===== src/rtl/riscv_test_pkg.sv =====
// Shared definitions for the riscv-tests pass/fail monitor.
//   state_e             : monitor state, value doubles as the status output encoding
//   result_e            : classification of a tohost / gp result word
//   DEFAULT_TOHOST_ADDR : byte address of the tohost word
//   decode_result()     : value -> pass / fail / ignore (testnum is value >> 1)
package riscv_test_pkg;

    typedef enum logic [2:0] {
        StIdle    = 3'd0,
        StRun     = 3'd1,
        StPass    = 3'd2,
        StFail    = 3'd3,
        StTimeout = 3'd4
    } state_e;

    typedef enum logic [1:0] {
        ResIgnore = 2'd0,
        ResPass   = 2'd1,
        ResFail   = 2'd2
    } result_e;

    localparam logic [31:0] DEFAULT_TOHOST_ADDR = 32'h0000_1000;

    // riscv-tests convention: 1 = pass, odd != 1 = fail with testnum in
    // the upper bits, even = not a result word.
    function automatic result_e decode_result(input logic [63:0] value);
        if (value == 64'd1) begin
            return ResPass;
        end else if (value[0]) begin
            return ResFail;
        end else begin
            return ResIgnore;
        end
    endfunction

endpackage


===== src/rtl/test_watchdog_counter.sv =====
// Saturating up-counter with synchronous clear, enable and terminal-count compare.
//   clk, rst      : clock, asynchronous active-low reset
//   clear         : zero the count (wins over enable)
//   enable        : increment by one, holding at all-ones
//   count         : current count
//   at_terminal   : count equals TERMINAL
module test_watchdog_counter #(
    parameter int unsigned WIDTH    = 32,
    parameter int unsigned TERMINAL = 4999
) (
    input  logic             clk,
    input  logic             rst,
    input  logic             clear,
    input  logic             enable,
    output logic [WIDTH-1:0] count,
    output logic             at_terminal
);

    logic [WIDTH-1:0] count_q;
    logic [WIDTH-1:0] count_d;

    always_comb begin
        count_d = count_q;
        if (clear) begin
            count_d = '0;
        end else if (enable && (count_q != {WIDTH{1'b1}})) begin
            count_d = count_q + 1'b1;
        end
    end

    always_ff @(posedge clk or negedge rst) begin
        if (!rst) begin
            count_q <= '0;
        end else begin
            count_q <= count_d;
        end
    end

    assign count       = count_q;
    assign at_terminal = (count_q == WIDTH'(TERMINAL));

endmodule


===== src/rtl/riscv_test_monitor.sv =====
// Pass/fail monitor for riscv-tests: stops on the first completion event
// (tohost store, ecall with gp check, or watchdog timeout) and holds the result.
// Optional macro RISCV_TEST_MONITOR_SELFLOOP_EN adds a stuck-pc detector that
// is evaluated like an ecall (non-result gp -> TIMEOUT).
//   clk, rst                : clock, asynchronous active-low reset
//   start, clear            : run pulse, sticky-status clear (clear wins)
//   st_valid/st_addr/st_data: observed core store bus
//   ecall_retire, gp_value  : ecall retirement and current x3
//   pc                      : retire pc (self-loop detector only)
//   done/pass/timeout       : decoded from state
//   fail_testnum            : failing test number, 0 unless FAIL
//   cycle_count             : RUN cycles elapsed, frozen on done
//   status                  : encoded state
module riscv_test_monitor
    import riscv_test_pkg::*;
#(
    parameter int unsigned     XLEN           = 32,
    parameter logic [XLEN-1:0] TOHOST_ADDR    = XLEN'(DEFAULT_TOHOST_ADDR),
    parameter int unsigned     TIMEOUT_CYCLES = 5000,
    parameter int unsigned     CNT_W          = 32,
    parameter logic [1:0]      DETECT_MODE    = 2'b11
`ifdef RISCV_TEST_MONITOR_SELFLOOP_EN
    ,
    parameter int unsigned     LOOP_CYCLES    = 16
`endif
) (
    input  logic             clk,
    input  logic             rst,
    input  logic             start,
    input  logic             clear,
    input  logic             st_valid,
    input  logic [XLEN-1:0]  st_addr,
    input  logic [XLEN-1:0]  st_data,
    input  logic             ecall_retire,
    input  logic [XLEN-1:0]  gp_value,
    input  logic [XLEN-1:0]  pc,
    output logic             done,
    output logic             pass,
    output logic             timeout,
    output logic [XLEN-2:0]  fail_testnum,
    output logic [CNT_W-1:0] cycle_count,
    output logic [2:0]       status
);

    state_e          state_q, state_d;
    logic [XLEN-2:0] fail_q, fail_d;

    logic    cnt_clr, cnt_en, timeout_hit;
    result_e tohost_kind, gp_kind;
    logic    tohost_evt, ecall_evt, loop_evt;

    assign tohost_kind = decode_result(64'(st_data));
    assign gp_kind     = decode_result(64'(gp_value));

    // Even tohost words and non-result gp values are not events at all, so a
    // lower-priority source may still end the test in that cycle.
    assign tohost_evt = DETECT_MODE[0] && st_valid && (st_addr == TOHOST_ADDR)
                        && (tohost_kind != ResIgnore);
    assign ecall_evt  = DETECT_MODE[1] && ecall_retire && (gp_kind != ResIgnore);

    test_watchdog_counter #(
        .WIDTH    (CNT_W),
        .TERMINAL (TIMEOUT_CYCLES - 1)
    ) u_timeout_cnt (
        .clk         (clk),
        .rst         (rst),
        .clear       (cnt_clr),
        .enable      (cnt_en),
        .count       (cycle_count),
        .at_terminal (timeout_hit)
    );

`ifdef RISCV_TEST_MONITOR_SELFLOOP_EN
    localparam int unsigned LOOP_W = $clog2(LOOP_CYCLES) + 1;

    logic [XLEN-1:0]   pc_q;
    logic              pc_same, loop_term, loop_run;
    logic [LOOP_W-1:0] loop_count;

    always_ff @(posedge clk or negedge rst) begin
        if (!rst) begin
            pc_q <= '0;
        end else begin
            pc_q <= pc;
        end
    end

    assign pc_same  = (pc == pc_q);
    assign loop_run = (state_q == StRun);

    // Counts consecutive RUN edges with an unchanged pc; any pc change restarts it.
    test_watchdog_counter #(
        .WIDTH    (LOOP_W),
        .TERMINAL (LOOP_CYCLES - 1)
    ) u_loop_cnt (
        .clk         (clk),
        .rst         (rst),
        .clear       (!loop_run || !pc_same || start || clear),
        .enable      (loop_run && pc_same),
        .count       (loop_count),
        .at_terminal (loop_term)
    );

    assign loop_evt = loop_run && pc_same && loop_term;
`else
    assign loop_evt = 1'b0;
`endif

    always_comb begin
        state_d = state_q;
        fail_d  = fail_q;
        cnt_clr = 1'b0;
        cnt_en  = 1'b0;
        if (clear) begin
            state_d = StIdle;
            fail_d  = '0;
            cnt_clr = 1'b1;
        end else begin
            unique case (state_q)
                StIdle: begin
                    if (start) begin
                        state_d = StRun;
                        cnt_clr = 1'b1;
                    end
                end
                StRun: begin
                    if (start) begin
                        cnt_clr = 1'b1;
                    end else if (tohost_evt) begin
                        state_d = (tohost_kind == ResPass) ? StPass : StFail;
                        if (tohost_kind == ResFail) fail_d = st_data[XLEN-1:1];
                    end else if (ecall_evt) begin
                        state_d = (gp_kind == ResPass) ? StPass : StFail;
                        if (gp_kind == ResFail) fail_d = gp_value[XLEN-1:1];
                    end else if (loop_evt) begin
                        unique case (gp_kind)
                            ResPass: state_d = StPass;
                            ResFail: begin
                                state_d = StFail;
                                fail_d  = gp_value[XLEN-1:1];
                            end
                            default: state_d = StTimeout;
                        endcase
                    end else if (timeout_hit) begin
                        state_d = StTimeout;
                    end else begin
                        // Counter only advances while the test keeps running,
                        // so it reads the count at the completing edge.
                        cnt_en = 1'b1;
                    end
                end
                default: ; // terminal states hold until clear or reset
            endcase
        end
    end

    always_ff @(posedge clk or negedge rst) begin
        if (!rst) begin
            state_q <= StIdle;
            fail_q  <= '0;
        end else begin
            state_q <= state_d;
            fail_q  <= fail_d;
        end
    end

    assign status       = state_q;
    assign pass         = (state_q == StPass);
    assign timeout      = (state_q == StTimeout);
    assign done         = (state_q == StPass) || (state_q == StFail) || (state_q == StTimeout);
    assign fail_testnum = fail_q;

endmodule


===== config.mk =====
export PLATFORM = sky130hd
export DESIGN_NAME = riscv_test_monitor
export DESIGN_NICKNAME = d
export VERILOG_FILES = /design/src/rtl/riscv_test_pkg.sv /design/src/rtl/test_watchdog_counter.sv /design/src/rtl/riscv_test_monitor.sv
export SDC_FILE = /design/constraint.sdc
export NUM_CORES = 1
export LEC_CHECK = 0
export ABC_AREA = 1
export BUFFER_PORTS_ARGS = -buffer_cell sky130_fd_sc_hd__clkbuf_2
export CORE_ASPECT_RATIO = 0.5
export CORE_UTILIZATION = 53
export CTS_BUF_LIST = sky130_fd_sc_hd__clkbuf_8 sky130_fd_sc_hd__clkbuf_16
export DETAILED_ROUTE_END_ITERATION = 7
export GPL_TIMING_DRIVEN = 0
export PLACE_DENSITY = 0.87
export SETUP_SLACK_MARGIN = 0.3
export SLEW_MARGIN = 0
export SYNTH_ARGS = -nofsm -noshare
export SYNTH_HDL_FRONTEND = slang
export SYNTH_SLANG_ARGS = --single-unit

===== constraint.sdc =====
create_clock -name clk -period 3 [get_ports clk]
set_input_delay 0.15 -clock clk [delete_from_list [all_inputs] [get_ports clk]]
set_output_delay 0.15 -clock clk [all_outputs]
set_load 0.02 [all_outputs]

==> run summary, run 1 <==
The flow ran to the end, but the final reports show violations. The checks that failed: DRC. The logs give 10.6 ps for the final setup skew and 5940 um^2 for the post-placement cell area.

Measured in cells, the most critical reg-to-reg path has a length of 5. Sequential share of power: 35.5%. The element type at the critical path start was a register. For this block, the routed nets add up to 14.9 mm of wire. The average wire per cell in the routed design was 13.4 um; the antenna diode instance count was 0. Among all stages on the critical path, the largest delay is contributed by sky130_fd_sc_hd__a21oi_1. The number of sinks on the clock net came out at 66. The CTS H-tree depth was 3.

The tools report the total of warnings raised by yosys as 0. During placement, the flow inserted port buffers numbering 170. The tools report the routability congestion estimate as 0.951. Once layout is done, the placed cells without fillers occupy 6270 um^2.

By startpoint and endpoint, the worst setup path is classified as reg2reg. The clock passes through at most 2 buffers. For the internal cell power, the log shows 0.00204 W. The final period utilization was 69.7%; the leakage power summed over all cells was 3.61 nW. Ranked by instance count, the synthesized netlist is headed by 321 x sky130_fd_sc_hd__nand2_1, 137 x sky130_fd_sc_hd__nor2_1, 88 x sky130_fd_sc_hd__nand3_1, 74 x sky130_fd_sc_hd__inv_1, 66 x sky130_fd_sc_hd__dfrtp_1. Dividing the detail-routed via count by the number of cells gives 5.21.

The run gives 24 as the cell row count. The share of the Yosys chip area taken by registers is 33.6%. Among all flip-flop cells after synthesis, the most frequent one is sky130_fd_sc_hd__dfrtp_1. The run gives 55.5% as the initial standard-cell utilization of the core. The die is 70.1 um tall. The run gives 8 as the count of TritonRoute iterations in the first routing pass. For the worst setup path, the data required time is 3270 ps. From left edge to right edge, the die measures 138 um. After clock tree synthesis, the clock-pin slew on the worst setup and hold paths is 50 ps. STA classifies the critical path endpoint as a register. The share of synthesized area in the top cell type comes to 33.6%.

After technology mapping, the gate count stands at 811. The count of flip-flops with a built-in enable after synthesis was 0; the number of buffers added for setup after CTS was 0. Counting the buffers created by CTS gives 9. The logs give 0 for the initial antenna violation count and 70.8% for the final core area utilization.

Subtracting the final worst setup slack from the clock period gives 2090 ps. The number of buffers and inverters on the critical path is 1. Counting the fill cells in the layout gives 798. The detailed router finished its first iteration with 452 violations. The final count of negative-setup-slack endpoints came out at 0. Biggest area consumer among synthesized cells: sky130_fd_sc_hd__dfrtp_1. The worst register-to-register path begins at status[1]. The endpoint identified for the worst register-to-register timing path is u_timeout_cnt.count[11].

The tools report the area of the core as 8860 um^2. After synthesis the netlist holds a flip-flop and latch count of 66. The placed wire-length estimate was 11.6 mm. The fraction of final layout cells with drive strength greater than 1 is 21.2%, and the overflow left after global routing is 0. The cell count of the worst hold path is 5. On the critical path the largest part of the delay comes from compound AO/OA/AOI/OAI gates. For the number of failing hold endpoints at the final stage, the log shows 0. The logic gate share of total power is 27.0%. The proportion of register bits with asynchronous set or reset after synthesis was 100%. The maximum net fanout on the critical path works out to 10.

The count of hold-fix buffers inserted at cts was 1; the number of global-route vias before repair was 5116. For the pin count of the biggest net entering global routing, the log shows 55. The logs give 0 ps for the sum of negative setup slack and 0 for the number of max-capacitance violations reported. The multi-input combinational cells in the finished layout cover a total of 2810 um^2. TritonCTS built the clock tree. The first global-routing pass estimated 24.2 mm of wire.

Transition at the pin with the smallest max-transition slack: 968 ps. Worst hold path class: in2reg. Per report_power, the clock group accounts for 37.5% of the total.

Data arrives at the worst endpoint at 2360 ps. The net count of the finished layout is 1129. The die covers 9690 um^2. The mean post-synth cell area is 6.06 um^2, and the number of distinct library cells after synthesis is 26. The root buffer cell chosen for the clock tree is sky130_fd_sc_hd__clkbuf_16. The tightest hold path in the finished design has a slack of 121 ps.

Across the VDD grid, the largest voltage drop is 0.317 mV. From synthesis to final layout, the design area changed by 27.6%. In the post-synthesis netlist, the cell with the most instances is sky130_fd_sc_hd__nand2_1. The post-route DRC violation count was 2; the post-synthesis instance area was 4920 um^2. The count of nets left with antenna violations once routing finished came out at 0. The endpoint of the worst hold-timing path was fail_testnum[22]. The switching part of the total works out to 33.5%. Source of the worst hold timing path: gp_value[23]. Global routing used 31.6% of the available tracks across all layers.

The number of primary I/O pins was 203. Setup repair after global routing left no endpoint under its margin. Headroom to the max-slew limit came out at 35.5%. For this design the total switching power over the nets is 0.00103 W. Registers take 1650 um^2. The critical path goes through nor2_1 > a21oi_1 > clkbuf_1 > nand4_1 > nand2_1. The logs give 910 ps for the register-to-register path setup slack and 5809 for the count of vias placed by the detailed router. The power per cell area is 490 nW/um^2. Based on the critical path, the design can be clocked at up to 478 MHz.

Synthesis produced a netlist with a net count of 946. Ranked by total cell area, the synthesized netlist is headed by sky130_fd_sc_hd__dfrtp_1 34%, sky130_fd_sc_hd__nand2_1 25%, sky130_fd_sc_hd__nor2_1 10%, sky130_fd_sc_hd__nand3_1 9.0%, sky130_fd_sc_hd__inv_1 5.7%. The number of pins exceeding their max-slew limit in the final report was 0.

For this run, the slowest stage of the critical path takes 750 ps. After clock tree synthesis, the repair step resized 0 gates. For the worst-skew pair, the clock arrives at the later sink with an insertion delay of 340 ps.
power by group through the flow:
stage	Clock, W	Sequential [W]	Combinational (W)
4_1_cts	0.00116	0.00109	0.000831
2_1_floorplan	0	0.00125	0.000342
5_1_grt	0.00119	0.00111	0.000908
3_5_place_dp	0	0.00110	0.000826
3_3_place_gp	0	0.00110	0.000803
6_report	0.00115	0.00109	0.000829
flip-flops by register name, summed over array words and instances, names as in the netlist:
signal / flops
u_timeout_cnt.count: 32
fail_testnum: 31
status: 3
how the worst max path moves through the flow:
stage | startpoint | cells past startpoint | endpoint | slack, ps
floorplan | u_timeout_cnt.count[0] | 9 | u_timeout_cnt.count[27] | 1240
global placement | u_timeout_cnt.count[0] | 9 | u_timeout_cnt.count[12] | 960
detailed placement | status[1] | 5 | u_timeout_cnt.count[11] | 960
CTS | status[1] | 5 | u_timeout_cnt.count[11] | 940
global route | status[1] | 5 | u_timeout_cnt.count[10] | 780
finish | status[1] | 5 | u_timeout_cnt.count[11] | 910
cell type report:
| class | count | area share, % |
|---|---|---|
| clock buffer | 11 | 4.03 |
| tap | 117 | 2.33 |
| timing repair buffer | 172 | 14.2 |
| multi-input combinational | 635 | 44.7 |
| buffer | 32 | 2.63 |
| sequential | 66 | 26.3 |
| inverter | 78 | 4.67 |
| clock inverter | 4 | 1.08 |
metrics by stage:
stage          std cells  worst slack (ps)  total power [W]
6_report            1115               909          0.00307
5_1_grt             1115               777          0.00321
4_1_cts             1115               944          0.00308
3_5_place_dp        1099               959          0.00193
3_3_place_gp        1098               959          0.00190
2_1_floorplan        811              1240          0.00159
cell usage in the layout (no fill, tap or decap), drive strengths merged:
cell type / netlist / routed
a21oi: 1 / 1
and2: 2 / 2
buf: 15 / 16
bufinv: 0 / 2
clkbuf: 17 / 198
dfrtp: 66 / 66
dlygate4sd3: 0 / 1
ha: 1 / 1
inv: 78 / 80
nand2: 323 / 323
nand3: 88 / 88
nand3b: 1 / 1
nand4: 40 / 40
nor2: 141 / 141
nor3: 5 / 5
o21ai: 3 / 3
o21bai: 1 / 1
or2: 2 / 2
xnor2: 3 / 3
xor2: 24 / 24
cell families after synthesis:
logic type	count (synthesis)	synth area share [%]
AO/OA/AOI/OAI	5	0.560
XOR/XNOR	27	4.81
adder cells (fa/ha/maj)	1	0.254
buffers and inverters	110	9.32
flip-flops	66	33.6
AND/OR/NAND/NOR	602	51.5
tightest hold or removal path: cells and delay by family:
kind          cells  cell delay (ps)
buf+inv           1               90
simple gates      4              190
layer usage:
metal  GRT usage (%)  share of wire (%)  vias up
met3            5.21                5.5       30
met1            41.0                 44     2666
met2            55.2                 49      219
met4            8.61                1.7        0
met5               0                  0        -
li1                -                  -     2894
Note: power is estimated with default switching activity, not from simulation.
==> run 2, diff against run 1 <==
- CORE_UTILIZATION: 53 -> 49
- PLACE_DENSITY: 0.87 -> 0.81
- clock period: 3 -> 2 ns (I/O delays scaled with it)
==> run 2 against run 1 <==
Compared with the run above: the flow now finishes without violations; routed wire length increased by 11%; final cell count rose by 5.5%; count of clock-buffer cells in the layout unchanged; maximum frequency increased by 13%; first-iteration DRC count up 7.7%; clock power rose by 64%; non-clock buffer count increased by 42; core utilization grew 1.4 points; combinational power increased by 71%; critical path type unchanged; largest power group unchanged.
==> run summary, run 2 (synthesis results as in run 1) <==
The final setup skew was 6.86 ps (was 10.6 ps). Switching power total: 0.00165 W (was 0.00103 W). The run gives 147 ps (was 909 ps) as the post-route worst setup slack. The tools report the initial standard-cell utilization of the core as 51.2% (was 55.5%). For the final count of negative-setup-slack endpoints, the log shows 0 (unchanged). The cell with the largest stage delay on the worst path was sky130_fd_sc_hd__dfrtp_1 (was sky130_fd_sc_hd__a21oi_1).

The cell row count came out at 25 (was 24). The number of pins exceeding their max-slew limit in the final report was 0 (unchanged); the critical path's largest stage delay was 430 ps (was 750 ps). The worst hold path class was in2reg (unchanged). Worst hold slack after final layout: 67.2 ps (was 121 ps).

The commonest non-fill, non-tap cell in the layout is sky130_fd_sc_hd__nand2_1 (unchanged). The antenna violation net count after detailed routing was 0 (unchanged). The flip-flop count of the largest register, all copies and words added was 32 (unchanged).

The run gives 0 ps (unchanged) as the sum of negative setup slack. The tools report the endpoint of the worst hold-timing path as fail_testnum[3] (was fail_testnum[22]). The number of failing hold endpoints at the final stage came out at 0 (unchanged). For the relative slew slack, the log shows 68.0% (was 35.5%). Fraction of final layout cells with drive strength greater than 1: 30.5% (was 21.2%). The logs give 56 (was 55) for the pin count of the biggest net entering global routing and 6 (was 8) for the count of TritonRoute iterations in the first routing pass. For the largest voltage drop on the vdd net, the log shows 0.425 mV (was 0.317 mV).

The die span in x was 144 um (was 138 um). Required time at the endpoint of the critical path: 2270 ps (was 3270 ps). The logs give 11.8 mm (was 11.6 mm) for the placed wire-length estimate and 9600 um^2 (was 8860 um^2) for the area of the core. The switching part of the total was 33.4% (was 33.5%); the register-to-register path setup slack was 150 ps (was 910 ps).

Worst setup path category: reg2reg (unchanged). The initial antenna violation count came out at 0 (unchanged). Top library cells by usage in the layout, fill and taps aside: 311 x sky130_fd_sc_hd__nand2_1, 174 x sky130_fd_sc_hd__clkbuf_2, 124 x sky130_fd_sc_hd__nor2_1 (was 321 x sky130_fd_sc_hd__nand2_1, 169 x sky130_fd_sc_hd__clkbuf_2, 137 x sky130_fd_sc_hd__nor2_1).

The number of global-route vias before repair came out at 5207 (was 5116). The cell count after placement was 1117 (was 1099); the maximum achievable frequency was 540 MHz (was 478 MHz). The logic gate share of total power is 28.7% (was 27.0%), and the final period utilization is 92.7% (was 69.7%).

The count of buffers inserted at the top-level ports is 170 (unchanged). The run gives 203 (unchanged) as the number of primary I/O pins. First-pass GRT wire length: 24.7 mm (was 24.2 mm). The run finished with clean final reports. For the die footprint, the log shows 10500 um^2 (was 9690 um^2). For the overflow left after global routing, the log shows 0 (unchanged).

Clock input transition at the sequential cells of the worst setup and hold paths: 60 ps (was 50 ps). The minimum clock period after layout was 1850 ps (was 2090 ps). The average wire per cell in the routed design is 14.1 um (was 13.4 um). The tools report the critical path endpoint category as a register (unchanged). The post-synthesis to final-layout area growth came out at 41.0% (was 27.6%). Endpoint of the worst register-to-register path: u_timeout_cnt.count[9] (was u_timeout_cnt.count[11]). For the CTS H-tree depth, the log shows 3 (unchanged).

The source of the worst hold timing path was gp_value[4] (was gp_value[23]). The internal cell power is 0.00330 W (was 0.00204 W), and the overall routing resource usage is 30.5% (was 31.6%). The transition at the pin with the smallest max-transition slack is 480 ps (was 968 ps), and the total detailed-routing wirelength is 16.6 mm (was 14.9 mm). TritonCTS built the clock tree. The maximum net fanout on the critical path came out at 7 (was 10).

Worst reg2reg path startpoint: u_timeout_cnt.count[6] (was status[1]). The cell count of the worst hold path was 5 (unchanged); the antenna diode instance count was 0 (unchanged). The number of clock buffers inserted by TritonCTS was 9 (unchanged); the worst reg2reg path depth was 11 (was 5). The clock insertion delay at the later pin of the skew report was 340 ps (about the same); the final core area utilization was 72.2% (was 70.8%). Setup repair after global routing could not meet its margin everywhere. The power per cell area works out to 715 nW/um^2 (was 490 nW/um^2). The part of the total power dissipated in the clock network came out at 38.2% (was 37.5%). Worst setup timing slack at the placement stage: -67.6 ps (was 959 ps). Worst path cell trace: nand2_2 > nor2_4 > nand2_2 > nor2_4 > nand2_2 > nor2_4 > nand4_4 > nand2_8 > clkbuf_16 > nand3_1 > nand2_1 (was nor2_1 > a21oi_1 > clkbuf_1 > nand4_1 > nand2_1). Library cell used as clock root buffer: sky130_fd_sc_hd__clkbuf_16 (unchanged).

The floorplan die height came out at 72.8 um (was 70.1 um). Element type at the critical path start: a register (unchanged). The post-route DRC violation count was 0 (was 2). For the number of nets in the final layout, the log shows 1171 (was 1129). Number of standard cells in the final layout excluding fillers: 1176 (was 1115). The sequential share of power came out at 33.1% (was 35.5%). The logs give 6121 (was 5809) for the count of vias placed by the detailed router and 0 (unchanged) for the number of max-capacitance violations reported. The via density per instance came out at 5.20 (was 5.21).

The run gives 2120 ps (was 2360 ps) as the arrival time at the worst endpoint. The run gives 0.939 (was 0.951) as the routability congestion estimate. The number of sinks on the clock net is 66 (unchanged). The leakage power summed over all cells came out at 3.92 nW (was 3.61 nW). Maximum number of buffers from clock root to sink: 2 (unchanged). The run gives 487 (was 452) as the number of DRC markers in iteration 0.
## run 2: power groups by stage
stage	registers, W	logic (W)	clock network, W
6_report	0.00164	0.00142	0.00189
5_1_grt	0.00166	0.00155	0.00196
4_1_cts	0.00164	0.00132	0.00191
3_5_place_dp	0.00166	0.00125	0
3_3_place_gp	0.00165	0.00121	0
2_1_floorplan	0.00187	0.000516	0
## run 2: metrics by stage
stage | cell area [um^2] | power [W]
detailed placement | 5980 | 0.00291
CTS | 6600 | 0.00486
floorplan | 4930 | 0.00239
global route | 6930 | 0.00517
global placement | 5950 | 0.00287
finish | 6930 | 0.00496
## run 2: final cells by class
type                    instances  area [um^2]
inverters                      78          293
clock inverters                 5          100
repair buffers                214         1240
clock buffers                  11          253
multi-input cells             635         3000
flip-flops and latches         66         1670
plain buffers                  32          203
fillers                       830         2670
well taps                     135          169
## run 2: how the worst max path moves through the flow
stage,end,cells past startpoint,startpoint,slack (ps)
floorplan,u_timeout_cnt.count[27],10,u_timeout_cnt.count[7],300
global placement,u_timeout_cnt.count[10],5,status[1],-40
detailed placement,u_timeout_cnt.count[10],5,status[1],-70
CTS,u_timeout_cnt.count[13],11,u_timeout_cnt.count[24],280
global route,u_timeout_cnt.count[9],11,u_timeout_cnt.count[6],80
finish,u_timeout_cnt.count[9],11,u_timeout_cnt.count[6],150
## run 2: routing by layer
layer | GRT usage, % | wire [um] | vias to the layer above | part of all wire (%)
li1 | - | - | 2988 | -
met5 | 0 | 0 | - | 0
met1 | 40.3 | 7190 | 2838 | 43
met4 | 6.15 | 252 | 0 | 1.5
met2 | 52.5 | 8080 | 259 | 49
met3 | 5.84 | 1110 | 36 | 6.7
## run 2: what timing repair did
| item | 4_1_cts | 5_1_grt |
|---|---|---|
| pin swaps | 8 | 20 |
| cloned | 0 | 3 |
| resized for setup | 40 | 44 |
| hold buffers | 1 | 0 |
| setup buffers | 18 | 21 |
| setup endpoints to repair | 35 | 61 |
| hold endpoints to repair | 66 | 0 |
## run 2: critical path: cells and delay by family (launching register included)
kind	cells	cell delay, ps
flip-flops	1	430
buffers and inverters	1	160
AND/OR/NAND/NOR	10	1190
==> run 3, diff against run 2 <==
- ABC_AREA: 1 -> not set
- CORE_UTILIZATION: 49 -> 47
- CTS_BUF_LIST: sky130_fd_sc_hd__clkbuf_8 sky130_fd_sc_hd__clkbuf_16 -> not set
- PLACE_DENSITY: 0.81 -> 0.82
- SYNTH_HIERARCHICAL: not set -> 1
==> run 3 against run 2 <==
Compared with the run above: the flow now finishes with violations (setup timing); design area decreased by 1.8%; final cell count decreased by 35%; global-route usage increased by 2.3 points; maximum frequency decreased by 24%; synthesized cell count decreased by 50%; sequential cell count unchanged; combinational power decreased by 69%; die area decreased by 12%; synthesized area decreased by 16%; largest cell class unchanged.
==> run summary, run 3 <==
The number of distinct library cells after synthesis was 52 (was 26). The count of flip-flops with a built-in enable after synthesis is 0 (unchanged). The logs give 97.9 ps (was 67.2 ps) for the worst hold slack after final layout and 0 (unchanged) for the number of max-capacitance violations reported. The CTS H-tree depth is 3 (unchanged), and the number of nets in the final layout is 787 (was 1171). The worst hold path class is in2reg (unchanged).

Worst setup timing slack at the placement stage: -616 ps (was -67.6 ps). Power per cell area: 497 nW/um^2 (was 715 nW/um^2). The initial standard-cell utilization of the core was 50.0% (was 51.2%); the overflow left after global routing was 0 (unchanged). The average wire per cell in the routed design works out to 20.8 um (was 14.1 um). The flow ran to the end, but the final reports show violations.

The register bit total from synthesis came out at 66 (unchanged). The post-placement cell area came out at 5390 um^2 (was 5980 um^2). The element type at the critical path start is a register (unchanged).

The transition at the pin with the smallest max-transition slack is 974 ps (was 480 ps). The logs give 23 (was 25) for the cell row count and 4673 (was 6121) for the count of vias placed by the detailed router. The run gives 62 (was 0) as the final count of negative-setup-slack endpoints.

The cell count after placement was 690 (was 1117); the count of buffers inserted at the top-level ports was 169 (was 170). The final setup skew is 6.12 ps (was 6.86 ps), and the number of pins exceeding their max-slew limit in the final report is 0 (unchanged). Fraction of final layout cells with drive strength greater than 1: 61.5% (was 30.5%).

The floorplan die height was 68.3 um (was 72.8 um). The tools report the number of inserted filler cells in the final layout as 449 (was 830). The maximum net fanout on the critical path came out at 6 (was 7). The sequential area share after synthesis was 40.0% (was 33.6%); the post-route DRC violation count was 0 (unchanged). Final core area utilization: 82.4% (was 72.2%).

The worst setup path category is reg2reg (unchanged). The tools report the total of warnings raised by yosys as 6 (was 0). The first-pass GRT wire length is 22.5 mm (was 24.7 mm), and the antenna violation net count after detailed routing is 0 (unchanged). The number of clock buffers inserted by TritonCTS was 9 (unchanged); the routability congestion estimate was 0.890 (was 0.939). The flip-flop count of the largest register, all copies and words added works out to 32 (unchanged). The run gives 6810 um^2 (was 6930 um^2) as the post-route cell area.

Commonest non-fill, non-tap cell in the layout: sky130_fd_sc_hd__clkbuf_2 (was sky130_fd_sc_hd__nand2_1). The final period utilization was 123% (was 92.7%). The clock input transition at the sequential cells of the worst setup and hold paths came out at 60 ps (about the same). The tools report the number of primary I/O pins as 203 (unchanged). Top cells by count, synth: 66 x sky130_fd_sc_hd__dfrtp_1, 61 x sky130_fd_sc_hd__nor2_1, 31 x sky130_fd_sc_hd__a211oi_2, 31 x sky130_fd_sc_hd__mux2i_1, 30 x sky130_fd_sc_hd__nor4_1 (was 321 x sky130_fd_sc_hd__nand2_1, 137 x sky130_fd_sc_hd__nor2_1, 88 x sky130_fd_sc_hd__nand3_1, 74 x sky130_fd_sc_hd__inv_1, 66 x sky130_fd_sc_hd__dfrtp_1). The number of standard cells in the final layout excluding fillers was 769 (was 1176); the number of failing hold endpoints at the final stage was 0 (unchanged). The tools report the antenna diode instance count as 0 (unchanged). The post-synthesis net count came out at 543 (was 946).

The post-synthesis to final-layout area growth was 64.9% (was 41.0%). The biggest area consumer among synthesized cells was sky130_fd_sc_hd__dfrtp_1 (unchanged). The via density per instance works out to 6.08 (was 5.20). The library cell used as clock root buffer is sky130_fd_sc_hd__clkbuf_16 (unchanged). The tools report the relative slew slack as 34.6% (was 68.0%).

For the leakage power summed over all cells, the log shows 3.00 nW (was 3.92 nW). Top library cells by usage in the layout, fill and taps aside: 168 x sky130_fd_sc_hd__clkbuf_2, 48 x sky130_fd_sc_hd__dfrtp_1, 34 x sky130_fd_sc_hd__buf_4, 34 x sky130_fd_sc_hd__a211oi_2 (was 311 x sky130_fd_sc_hd__nand2_1, 174 x sky130_fd_sc_hd__clkbuf_2, 124 x sky130_fd_sc_hd__nor2_1). Most used flip-flop cell after synthesis: sky130_fd_sc_hd__dfrtp_1 (unchanged).

The maximum number of buffers from clock root to sink is 2 (unchanged), and the share of the synthesized area in the top cell type is 40.0% (was 33.6%). The die span in x was 135 um (was 144 um); the required time at the endpoint of the critical path was 2190 ps (was 2270 ps). The pin count of the biggest net entering global routing is 66 (was 56). Area contributors post-synth: sky130_fd_sc_hd__dfrtp_1 40%, sky130_fd_sc_hd__a211oi_2 9.4%, sky130_fd_sc_hd__mux2i_1 7.5%, sky130_fd_sc_hd__nor2_1 5.5%, sky130_fd_sc_hd__nor4_1 4.5% (was sky130_fd_sc_hd__dfrtp_1 34%, sky130_fd_sc_hd__nand2_1 25%, sky130_fd_sc_hd__nor2_1 10%, sky130_fd_sc_hd__nand3_1 9.0%, sky130_fd_sc_hd__inv_1 5.7%).

Minimum clock period after layout: 2450 ps (was 1850 ps). The post-synthesis instance area is 4130 um^2 (was 4920 um^2). The number of DRC markers in iteration 0 was 388 (was 487); the placed wire-length estimate was 9.33 mm (was 11.8 mm). The final reports fail on setup timing. TritonCTS built the clock tree.

The mean post-synth cell area is 10.1 um^2 (was 6.06 um^2). The logs give 340 ps (about the same) for the clock insertion delay at the later pin of the skew report and 0 (unchanged) for the initial antenna violation count. The post-synthesis cell count is 408 (was 811), and the die footprint is 9180 um^2 (was 10500 um^2). The area of the core is 8260 um^2 (was 9600 um^2), and the maximum achievable frequency is 408 MHz (was 540 MHz). The run gives 32.8% (was 30.5%) as the overall routing resource usage. The total detailed-routing wirelength came out at 16.0 mm (was 16.6 mm).

Setup repair after global routing could not meet its margin everywhere. The post-route worst setup slack was -454 ps (was 147 ps). The number of sinks on the clock net was 66 (unchanged); the proportion of register bits with asynchronous set or reset after synthesis was 100% (unchanged).

The largest voltage drop on the vdd net was 0.382 mV (was 0.425 mV). The critical path endpoint category is a register (unchanged). The leading cell type by number of instances after synthesis was sky130_fd_sc_hd__dfrtp_1 (was sky130_fd_sc_hd__nand2_1). The run gives 4353 (was 5207) as the number of global-route vias before repair. The count of TritonRoute iterations in the first routing pass was 5 (was 6); the arrival time at the worst endpoint was 2650 ps (was 2120 ps).
-- run 3: cell count changes after synthesis, moves of 12 or more --
cell and delta:
sky130_fd_sc_hd__a211oi_2 +31, sky130_fd_sc_hd__a21oi_1 +12, sky130_fd_sc_hd__nor2_1 -76, sky130_fd_sc_hd__xor2_1 -21, sky130_fd_sc_hd__inv_1 -67, sky130_fd_sc_hd__nand2_1 -305, sky130_fd_sc_hd__nor4_1 +30, sky130_fd_sc_hd__nand4_1 -26
sky130_fd_sc_hd__mux2i_1 +31, sky130_fd_sc_hd__nand3_1 -76
-- run 3: routing by layer --
metal	share of wire, %	track usage (%)	vias to the layer above	wire (um)
met5	0	0	-	0
met4	4.2	15.4	0	671
met3	7.0	7.93	67	1130
met2	50	60.0	276	8070
met1	38	37.4	2290	6160
li1	-	-	2040	-
-- run 3: kinds of logic (layout without fill, tap and decap cells) --
group	after synthesis	count (layout)	synth area share, %
and+or+nand+nor	186	186	27.0
AOI/OAI and AO/OA	74	74	16.3
DFF	66	66	40.0
muxes	33	33	8.34
buffers and inverters	31	280	4.43
xor gates and xnor gates	17	17	3.61
adders and majority gates	1	1	0.303
-- run 3: stage by stage --
stage	setup TNS, ps	total power, W
3_5_place_dp	-11460	0.00176
3_3_place_gp	-8950	0.00175
2_1_floorplan	-2230	0.00155
5_1_grt	-15900	0.00349
4_1_cts	-6970	0.00336
6_report	-12980	0.00338
-- run 3: power breakdown --
group / total [W] / internal, W / switching (W)
clock: 0.00156 / 0.000995 / 0.000568
combinational: 0.000442 / 0.000193 / 0.000249
sequential: 0.00137 / 0.00136 / 0.0000197
-- run 3: worst paths after layout --
kind / start / to / slack, ps / cells after the start
worst max-delay path: u_timeout_cnt/count[11] / u_timeout_cnt/count[22] / -450 / 12
worst min-delay path: start / status[0] / 100 / 3
worst max register to register: u_timeout_cnt/count[11] / u_timeout_cnt/count[22] / -450 / 12
worst min register to register: status[2] / status[2] / 580 / 2
max in group asynchronous: rst / u_timeout_cnt/count[19] / 1310 / 3
min in group asynchronous: rst / fail_testnum[21] / 140 / 2
-- run 3: critical path, cell delays in order (launching register included) --
cell and delay (ps):
sky130_fd_sc_hd__dfrtp_1 480, sky130_fd_sc_hd__nor4_2 350, sky130_fd_sc_hd__nand4_1 250, sky130_fd_sc_hd__nor2_4 210, sky130_fd_sc_hd__nor3_4 60, sky130_fd_sc_hd__buf_6 160, sky130_fd_sc_hd__buf_6 120, sky130_fd_sc_hd__buf_6 110
sky130_fd_sc_hd__nand4_1 120, sky130_fd_sc_hd__buf_6 150, sky130_fd_sc_hd__nor4_4 40, sky130_fd_sc_hd__xnor2_1 200, sky130_fd_sc_hd__nor2_1 70
-- run 3: final cells by class --
| class | count | area (um^2) | area share, % |
|---|---|---|---|
| Clock buffer | 13 | 250 | 3.68 |
| Tap cell | 112 | 140 | 2.06 |
| Inverter | 7 | 26.3 | 0.386 |
| Clock inverter | 3 | 40.0 | 0.588 |
| Buffer | 24 | 224 | 3.29 |
| Sequential cell | 66 | 1670 | 24.6 |
| Timing Repair Buffer | 233 | 1530 | 22.5 |
| Multi-Input combinational cell | 311 | 2920 | 42.9 |
-- run 3: repair_timing --
item                                   in CTS  in global routing
resized for setup                          77                 49
pin swaps                                  23                 26
hold buffers                                1                  0
setup endpoints to repair                  63                 65
setup buffers                              42                 17
cloned                                      2                  1
endpoints found under the hold margin      66                  0
